<file path="config.mk">
export PLATFORM = sky130hd
export DESIGN_NAME = snn_axi_lite_master
export DESIGN_NICKNAME = d
export VERILOG_FILES = /design/src/rtl/snn_axi_pkg.sv /design/src/rtl/snn_axi_lite_master_counter.sv /design/src/rtl/snn_axi_lite_master.sv
export SDC_FILE = /design/constraint.sdc
export NUM_CORES = 1
export LEC_CHECK = 0
export ABC_AREA = 1
export BUFFER_PORTS_ARGS = -buffer_cell sky130_fd_sc_hd__buf_2
export CAP_MARGIN = 20
export CORE_UTILIZATION = 52
export DETAILED_ROUTE_END_ITERATION = 7
export PLACE_DENSITY = 0.95
export SLEW_MARGIN = 40
export SYNTH_ARGS = -nofsm -noshare
export SYNTH_HDL_FRONTEND = slang
export SYNTH_HIERARCHICAL = 1
export SYNTH_SLANG_ARGS = --single-unit
</file>
<file path="constraint.sdc">
create_clock -name clk -period 4.2 [get_ports clk]
set_input_delay 0.84 -clock clk [delete_from_list [all_inputs] [get_ports clk]]
set_output_delay 0.84 -clock clk [all_outputs]
set_load 0.005 [all_outputs]
</file>
<file path="src/rtl/snn_axi_pkg.sv">
// Shared AXI4-Lite response codes and master state encoding for the SNN
// accelerator's sequencer-side AXI-Lite initiator.
package snn_axi_pkg;

    localparam logic [1:0] RESP_OKAY   = 2'b00;
    localparam logic [1:0] RESP_EXOKAY = 2'b01;
    localparam logic [1:0] RESP_SLVERR = 2'b10;
    localparam logic [1:0] RESP_DECERR = 2'b11;

    typedef enum logic [1:0] {
        IDLE,
        WRITE,
        READ,
        RESP
    } state_t;

endpackage

</file>
<file path="src/rtl/snn_axi_lite_master_counter.sv">
// Saturating up-counter with synchronous clear; used as the per-transaction
// timeout timer of the AXI-Lite master.
module snn_axi_lite_master_counter #(
    parameter int DATA_WIDTH = 16
) (
    input  logic                  clk,
    input  logic                  rst,
    input  logic                  en,
    output logic [DATA_WIDTH-1:0] count
);

    always_ff @(posedge clk) begin
        if (rst) begin
            count <= '0;
        end else if (en && (count != '1)) begin
            count <= count + DATA_WIDTH'(1);
        end
    end

endmodule

</file>
<file path="src/rtl/snn_axi_lite_master.sv">
// Single-outstanding AXI4-Lite master: one command in, one full AXI-Lite
// transaction, one response out, with hung-slave timeout recovery.
module snn_axi_lite_master
    import snn_axi_pkg::*;
#(
    parameter int C_M_AXI_DATA_WIDTH = 32,
    parameter int C_M_AXI_ADDR_WIDTH = 16,
    parameter int TIMEOUT_CYCLES     = 1024,
    parameter int TIMEOUT_BITS       = 16
) (
    input  logic                            clk,
    input  logic                            rst,

    input  logic                            cmd_valid,
    output logic                            cmd_ready,
    input  logic                            cmd_write,
    input  logic [C_M_AXI_ADDR_WIDTH-1:0]   cmd_addr,
    input  logic [C_M_AXI_DATA_WIDTH-1:0]   cmd_wdata,
    input  logic [C_M_AXI_DATA_WIDTH/8-1:0] cmd_wstrb,

    output logic                            rsp_valid,
    input  logic                            rsp_ready,
    output logic [C_M_AXI_DATA_WIDTH-1:0]   rsp_rdata,
    output logic [1:0]                      rsp_resp,
    output logic                            rsp_timeout,
    output logic                            busy,

    output logic [C_M_AXI_ADDR_WIDTH-1:0]   M_AXI_AWADDR,
    output logic                            M_AXI_AWVALID,
    input  logic                            M_AXI_AWREADY,
    output logic [C_M_AXI_DATA_WIDTH-1:0]   M_AXI_WDATA,
    output logic [C_M_AXI_DATA_WIDTH/8-1:0] M_AXI_WSTRB,
    output logic                            M_AXI_WVALID,
    input  logic                            M_AXI_WREADY,
    input  logic [1:0]                      M_AXI_BRESP,
    input  logic                            M_AXI_BVALID,
    output logic                            M_AXI_BREADY,
    output logic [C_M_AXI_ADDR_WIDTH-1:0]   M_AXI_ARADDR,
    output logic                            M_AXI_ARVALID,
    input  logic                            M_AXI_ARREADY,
    input  logic [C_M_AXI_DATA_WIDTH-1:0]   M_AXI_RDATA,
    input  logic [1:0]                      M_AXI_RRESP,
    input  logic                            M_AXI_RVALID,
    output logic                            M_AXI_RREADY
);

    localparam int STRB_W = C_M_AXI_DATA_WIDTH / 8;
    localparam logic [TIMEOUT_BITS-1:0] TO_LIMIT = TIMEOUT_BITS'(TIMEOUT_CYCLES);

    state_t state, state_d;

    logic                          accept;
    logic                          active;
    logic                          b_hs;
    logic                          r_hs;
    logic                          to_fire;
    logic [TIMEOUT_BITS-1:0]       to_count;

    logic                          cmd_ready_d;
    logic                          rsp_valid_d;
    logic [C_M_AXI_DATA_WIDTH-1:0] rsp_rdata_d;
    logic [1:0]                    rsp_resp_d;
    logic                          rsp_timeout_d;
    logic                          busy_d;
    logic [C_M_AXI_ADDR_WIDTH-1:0] awaddr_d;
    logic                          awvalid_d;
    logic [C_M_AXI_DATA_WIDTH-1:0] wdata_d;
    logic [STRB_W-1:0]             wstrb_d;
    logic                          wvalid_d;
    logic                          bready_d;
    logic [C_M_AXI_ADDR_WIDTH-1:0] araddr_d;
    logic                          arvalid_d;
    logic                          rready_d;

    assign accept = cmd_valid && cmd_ready;
    assign active = (state == WRITE) || (state == READ);
    assign b_hs   = M_AXI_BVALID && M_AXI_BREADY;
    assign r_hs   = M_AXI_RVALID && M_AXI_RREADY;
    assign to_fire = (TIMEOUT_CYCLES != 0) && active && (to_count == TO_LIMIT);

    // Timer restarts on every accept so each transaction gets a full budget.
    snn_axi_lite_master_counter #(
        .DATA_WIDTH(TIMEOUT_BITS)
    ) u_timeout (
        .clk  (clk),
        .rst  (rst || accept),
        .en   (active),
        .count(to_count)
    );

    always_comb begin
        state_d       = state;
        rsp_valid_d   = 1'b0;
        rsp_rdata_d   = rsp_rdata;
        rsp_resp_d    = rsp_resp;
        rsp_timeout_d = rsp_timeout;
        awaddr_d      = M_AXI_AWADDR;
        awvalid_d     = M_AXI_AWVALID;
        wdata_d       = M_AXI_WDATA;
        wstrb_d       = M_AXI_WSTRB;
        wvalid_d      = M_AXI_WVALID;
        araddr_d      = M_AXI_ARADDR;
        arvalid_d     = M_AXI_ARVALID;

        case (state)
            IDLE: begin
                if (accept) begin
                    if (cmd_write) begin
                        state_d   = WRITE;
                        awaddr_d  = cmd_addr;
                        wdata_d   = cmd_wdata;
                        wstrb_d   = cmd_wstrb;
                        awvalid_d = 1'b1;
                        wvalid_d  = 1'b1;
                    end else begin
                        state_d   = READ;
                        araddr_d  = cmd_addr;
                        arvalid_d = 1'b1;
                    end
                end
            end
            WRITE: begin
                if (M_AXI_AWVALID && M_AXI_AWREADY) awvalid_d = 1'b0;
                if (M_AXI_WVALID && M_AXI_WREADY)   wvalid_d  = 1'b0;
                // A genuine response takes priority over a simultaneous timeout.
                if (b_hs) begin
                    state_d       = RESP;
                    rsp_rdata_d   = '0;
                    rsp_resp_d    = M_AXI_BRESP;
                    rsp_timeout_d = 1'b0;
                end else if (to_fire) begin
                    state_d       = RESP;
                    rsp_rdata_d   = '0;
                    rsp_resp_d    = RESP_SLVERR;
                    rsp_timeout_d = 1'b1;
                end
            end
            READ: begin
                if (M_AXI_ARVALID && M_AXI_ARREADY) arvalid_d = 1'b0;
                if (r_hs) begin
                    state_d       = RESP;
                    rsp_rdata_d   = M_AXI_RDATA;
                    rsp_resp_d    = M_AXI_RRESP;
                    rsp_timeout_d = 1'b0;
                end else if (to_fire) begin
                    state_d       = RESP;
                    rsp_rdata_d   = '0;
                    rsp_resp_d    = RESP_SLVERR;
                    rsp_timeout_d = 1'b1;
                end
            end
            RESP: begin
                if (rsp_valid && rsp_ready) begin
                    state_d = IDLE;
                end else begin
                    rsp_valid_d = 1'b1;
                end
            end
            default: state_d = IDLE;
        endcase

        // Leaving a channel state (normally or by timeout) drops its handshakes.
        if (state_d != WRITE) begin
            awvalid_d = 1'b0;
            wvalid_d  = 1'b0;
        end
        if (state_d != READ) begin
            arvalid_d = 1'b0;
        end
        bready_d    = (state_d == WRITE) && !awvalid_d && !wvalid_d;
        rready_d    = (state_d == READ) && !arvalid_d;
        cmd_ready_d = (state_d == IDLE);
        busy_d      = (state_d != IDLE);
    end

    always_ff @(posedge clk) begin
        if (rst) begin
            state         <= IDLE;
            cmd_ready     <= 1'b1;
            rsp_valid     <= 1'b0;
            rsp_rdata     <= '0;
            rsp_resp      <= RESP_OKAY;
            rsp_timeout   <= 1'b0;
            busy          <= 1'b0;
            M_AXI_AWADDR  <= '0;
            M_AXI_AWVALID <= 1'b0;
            M_AXI_WDATA   <= '0;
            M_AXI_WSTRB   <= '0;
            M_AXI_WVALID  <= 1'b0;
            M_AXI_BREADY  <= 1'b0;
            M_AXI_ARADDR  <= '0;
            M_AXI_ARVALID <= 1'b0;
            M_AXI_RREADY  <= 1'b0;
        end else begin
            state         <= state_d;
            cmd_ready     <= cmd_ready_d;
            rsp_valid     <= rsp_valid_d;
            rsp_rdata     <= rsp_rdata_d;
            rsp_resp      <= rsp_resp_d;
            rsp_timeout   <= rsp_timeout_d;
            busy          <= busy_d;
            M_AXI_AWADDR  <= awaddr_d;
            M_AXI_AWVALID <= awvalid_d;
            M_AXI_WDATA   <= wdata_d;
            M_AXI_WSTRB   <= wstrb_d;
            M_AXI_WVALID  <= wvalid_d;
            M_AXI_BREADY  <= bready_d;
            M_AXI_ARADDR  <= araddr_d;
            M_AXI_ARVALID <= arvalid_d;
            M_AXI_RREADY  <= rready_d;
        end
    end

endmodule

</file>
==> key figures <==
Synthesis
  – Synth Register Bits: 129
  – Sequential area share after synthesis: 49.7%
  – Syn Inst Count: 711
  – Mapped Avg Cell Area: 7.31 um2
  – Syn Nets: 814
  – Count of cell types in the netlist: 30
  – Netlist Area Pre-Place: 0.00520 mm2
  – Synth warn: 6

Detailed routing
  – Antenna-violating nets left: 0
  – Avg WL per Cell: 13.2 um
  – Routed Wire Length: 13900 um
  – Remaining DRCs: 0
  – First DRT Iteration DRCs: 368
  – First-pass DRT Iterations: 5
  – Uppermost layer routed: met4
  – Metal2 WL: 7120 um
  – Met3 WL: 952 um
  – Via density: 5.09
  – Routed vias: 5372
  – WL met1: 5570 um

Place
  – GPL Wtd Cong: 0.910
  – # port buffers: 208
  – HPWL Detailed: 9620 um
  – Dpl ws: 1.42 ns

Setup path
  – Critical Path RT: 4.59 ns
  – Crit path DAT: 3.01 ns
  – R2R Path End: M_AXI_BREADY$_SDFF_PP0_
  – Crit Path Class: register to register
  – R2r setup slk: 1.58 ns
  – Largest stage delay, worst path: 0.61 ns
  – Worst R2R Path Depth: 12
  – Worst path bufs/invs: 2
  – Worst setup EP type: register
  – Most frequent CP cell: nand2_1
  – CP startpoint kind: register
  – Worst path slowest cell: nand3_2
  – FF-to-FF Start: state[1]$_SDFF_PP0_
  – Crit-path max FO: 37
  – Crit-path leading delay family: simple AND/OR/NAND/NOR gates
  – Crit-path cells: inv_1 -> ha_1 -> buf_4 -> nand2_1 -> nor2_1 -> nand3_2 -> nand2_1 -> nand2_1 -> nand2_1 -> nand2_2 -> o21bai_1 -> nor2_1

Pwr
  – Switching Fraction: 32.1%
  – Sw power: 0.00124 W
  – Peak VDD IR: 374 uV
  – Pwr Density: 560 mW/mm2
  – Combinational share of power: 24.1%
  – Leak Pwr: 3.23 nW
  – Flop pwr share: 38.8%
  – Int Pwr: 0.00262 W
  – Overall power: 0.00386 W
  – Clock share of power: 37.1%

STA
  – Final Slew Violations: 0
  – Setup violators final: 0
  – Min Tclk post-route: 2.62 ns
  – Setup Skew: 0.0102 ns
  – Slew HR: 48.3%
  – Worst slew pin tran: 0.774 ns
  – Hold Vio Cnt, Final: 0
  – Crit share post-route: 62.3%
  – RSZ-0062 raised after global routing: false
  – Maximum clock frequency: 382 MHz
  – Setup TNS: 0 ns
  – Final worst setup slack: 1.58 ns

Layout
  – Area grow syn2layout: 32.5%
  – Most frequent cells in the layout: buf_2, nor2_1, dfxtp_1, nand2_1, o21ai_0
  – Nets: 1012
  – Most common cell after layout, fill and taps aside: buf_2
  – Fraction of layout cells with a size suffix above 1: 29.9%
  – N_diodes: 0

CTS
  – Clock root cell: clkbuf_8
  – Setup bufs post-CTS: 0
  – CTS Sinks: 129
  – Worst skew pair latency: 0.51 ns
  – Hold_buf cts: 0
  – CTS tree: yes
  – Cts repair resizes: 0
  – Clk slew on worst S/H paths: 0.06 ns
  – Bufs on Longest Clock Path: 2
  – H-tree Lvls: 4
  – CTS buffer count: 17

Global route
  – Tot GR Track Use: 27.6%
  – Number of global-route vias before repair: 4849
  – Grt ovf: 0
  – Initial antenna violation count: 0
  – First-pass GRT wire length: 22500 um
  – Largest net degree at the start of global routing: 72

Floorplan
  – Die W: 102 um
  – IO Pins: 209
  – Chip height: 102 um
  – CORE AREA: 0.00973 mm2
  – Starting density of the core: 53.4%
  – FP Rows: 36
  – Die area: 0.0104 mm2

Flow run
  – Max cap viols: 0

Hold path
  – Hold path cells: 2
  – Hold Path Origin: rsp_timeout$_SDFFE_PP0P_
  – Min-Delay Path Class: register to register
  – Hold EP: rsp_timeout$_SDFFE_PP0P_

Status
  – Status: finished, final reports clean
worst min-delay path, delay by kind of cell (launching register included):
family,cells,cell delay (ns)
compound gates,1,0.05
buf+inv,1,0.04
flops,1,0.31
worst max path at each step:
stage / startpoint / depth (start not counted) / to / slack, ns
after global placement: cmd_valid / 8 / M_AXI_WDATA[7]$_SDFFE_PP0P_ / 1.57
after CTS: state[0]$_SDFF_PP0_ / 11 / M_AXI_RREADY$_SDFF_PP0_ / 1.59
after global routing: state[1]$_SDFF_PP0_ / 11 / M_AXI_RREADY$_SDFF_PP0_ / 1.27
final: state[1]$_SDFF_PP0_ / 12 / M_AXI_BREADY$_SDFF_PP0_ / 1.58
after detailed placement: cmd_valid / 8 / M_AXI_WDATA[23]$_SDFFE_PP0P_ / 1.42
after floorplan: cmd_valid / 9 / M_AXI_BREADY$_SDFF_PP0_ / 2.38
flip-flops by register name, summed over array words and instances, names as in the netlist, 2 cells and up:
register	cells
rsp_resp	2
u_timeout/count	16
M_AXI_AWADDR	16
M_AXI_WDATA	32
state	2
rsp_rdata	32
M_AXI_ARADDR	16
M_AXI_WSTRB	4
power groups by stage:
stage	Sequential [W]	Combinational, W	Clock [W]
5_1_grt	0.00152	0.00105	0.00151
2_1_floorplan	0.00153	0.000571	0
6_report	0.00150	0.000931	0.00143
3_5_place_dp	0.00152	0.000918	0
3_3_place_gp	0.00151	0.000892	0
4_1_cts	0.00150	0.000929	0.00145
Yosys cell counts (all sizes together):
library cell,instances,area [um2]
a31oi,2,12.5
o221ai,1,8.76
nand2,114,445
a22oi,1,7.51
buf,14,73.8
ha,5,62.6
nand4,3,25.0
o21ai,73,369
dfxtp,129,2580
o21bai,2,15.0
a21oi,46,234
nor3,4,31.3
nand3,48,245
o211ai,1,7.51
inv,37,139
clkbuf,20,75.1
nor2,211,866
stage by stage:
stage	utilization [%]	hold slack (ns)	area (um2)	std cells
final	70.8	0.440	6890	1055
after global routing	70.8	0.479	6890	1055
after global placement	64.7	0.432	6300	1023
after floorplan	-	0.438	5200	711
after detailed placement	64.8	0.434	6300	1023
after CTS	70.8	0.443	6880	1055
area by class of cell:
type                       instances  area (um2)
clock buffer                      19         432
multi-input combinational        511        2340
tap                              133         166
fill                             798        2840
clock inverter                    13         149
timing repair buffer             213        1080
inverter                          37         139
sequential                       129        2580
layer usage:
metal	vias to the layer above	global-route usage (%)
met4	0	13.1
met5	-	0
li1	2683	-
met1	2432	32.6
met2	228	46.9
met3	29	6.91
cell families (layout without fill, tap and decap cells):
family          after synthesis  count (layout)  share of synthesized area, %
flops                       129             129                          49.7
compound gates              126             126                          12.6
buf+inv                      71             282                          5.53
fa+ha+maj                     5               5                          1.20
simple gates                380             380                          31.0
Power figures use the tool's default switching activity.
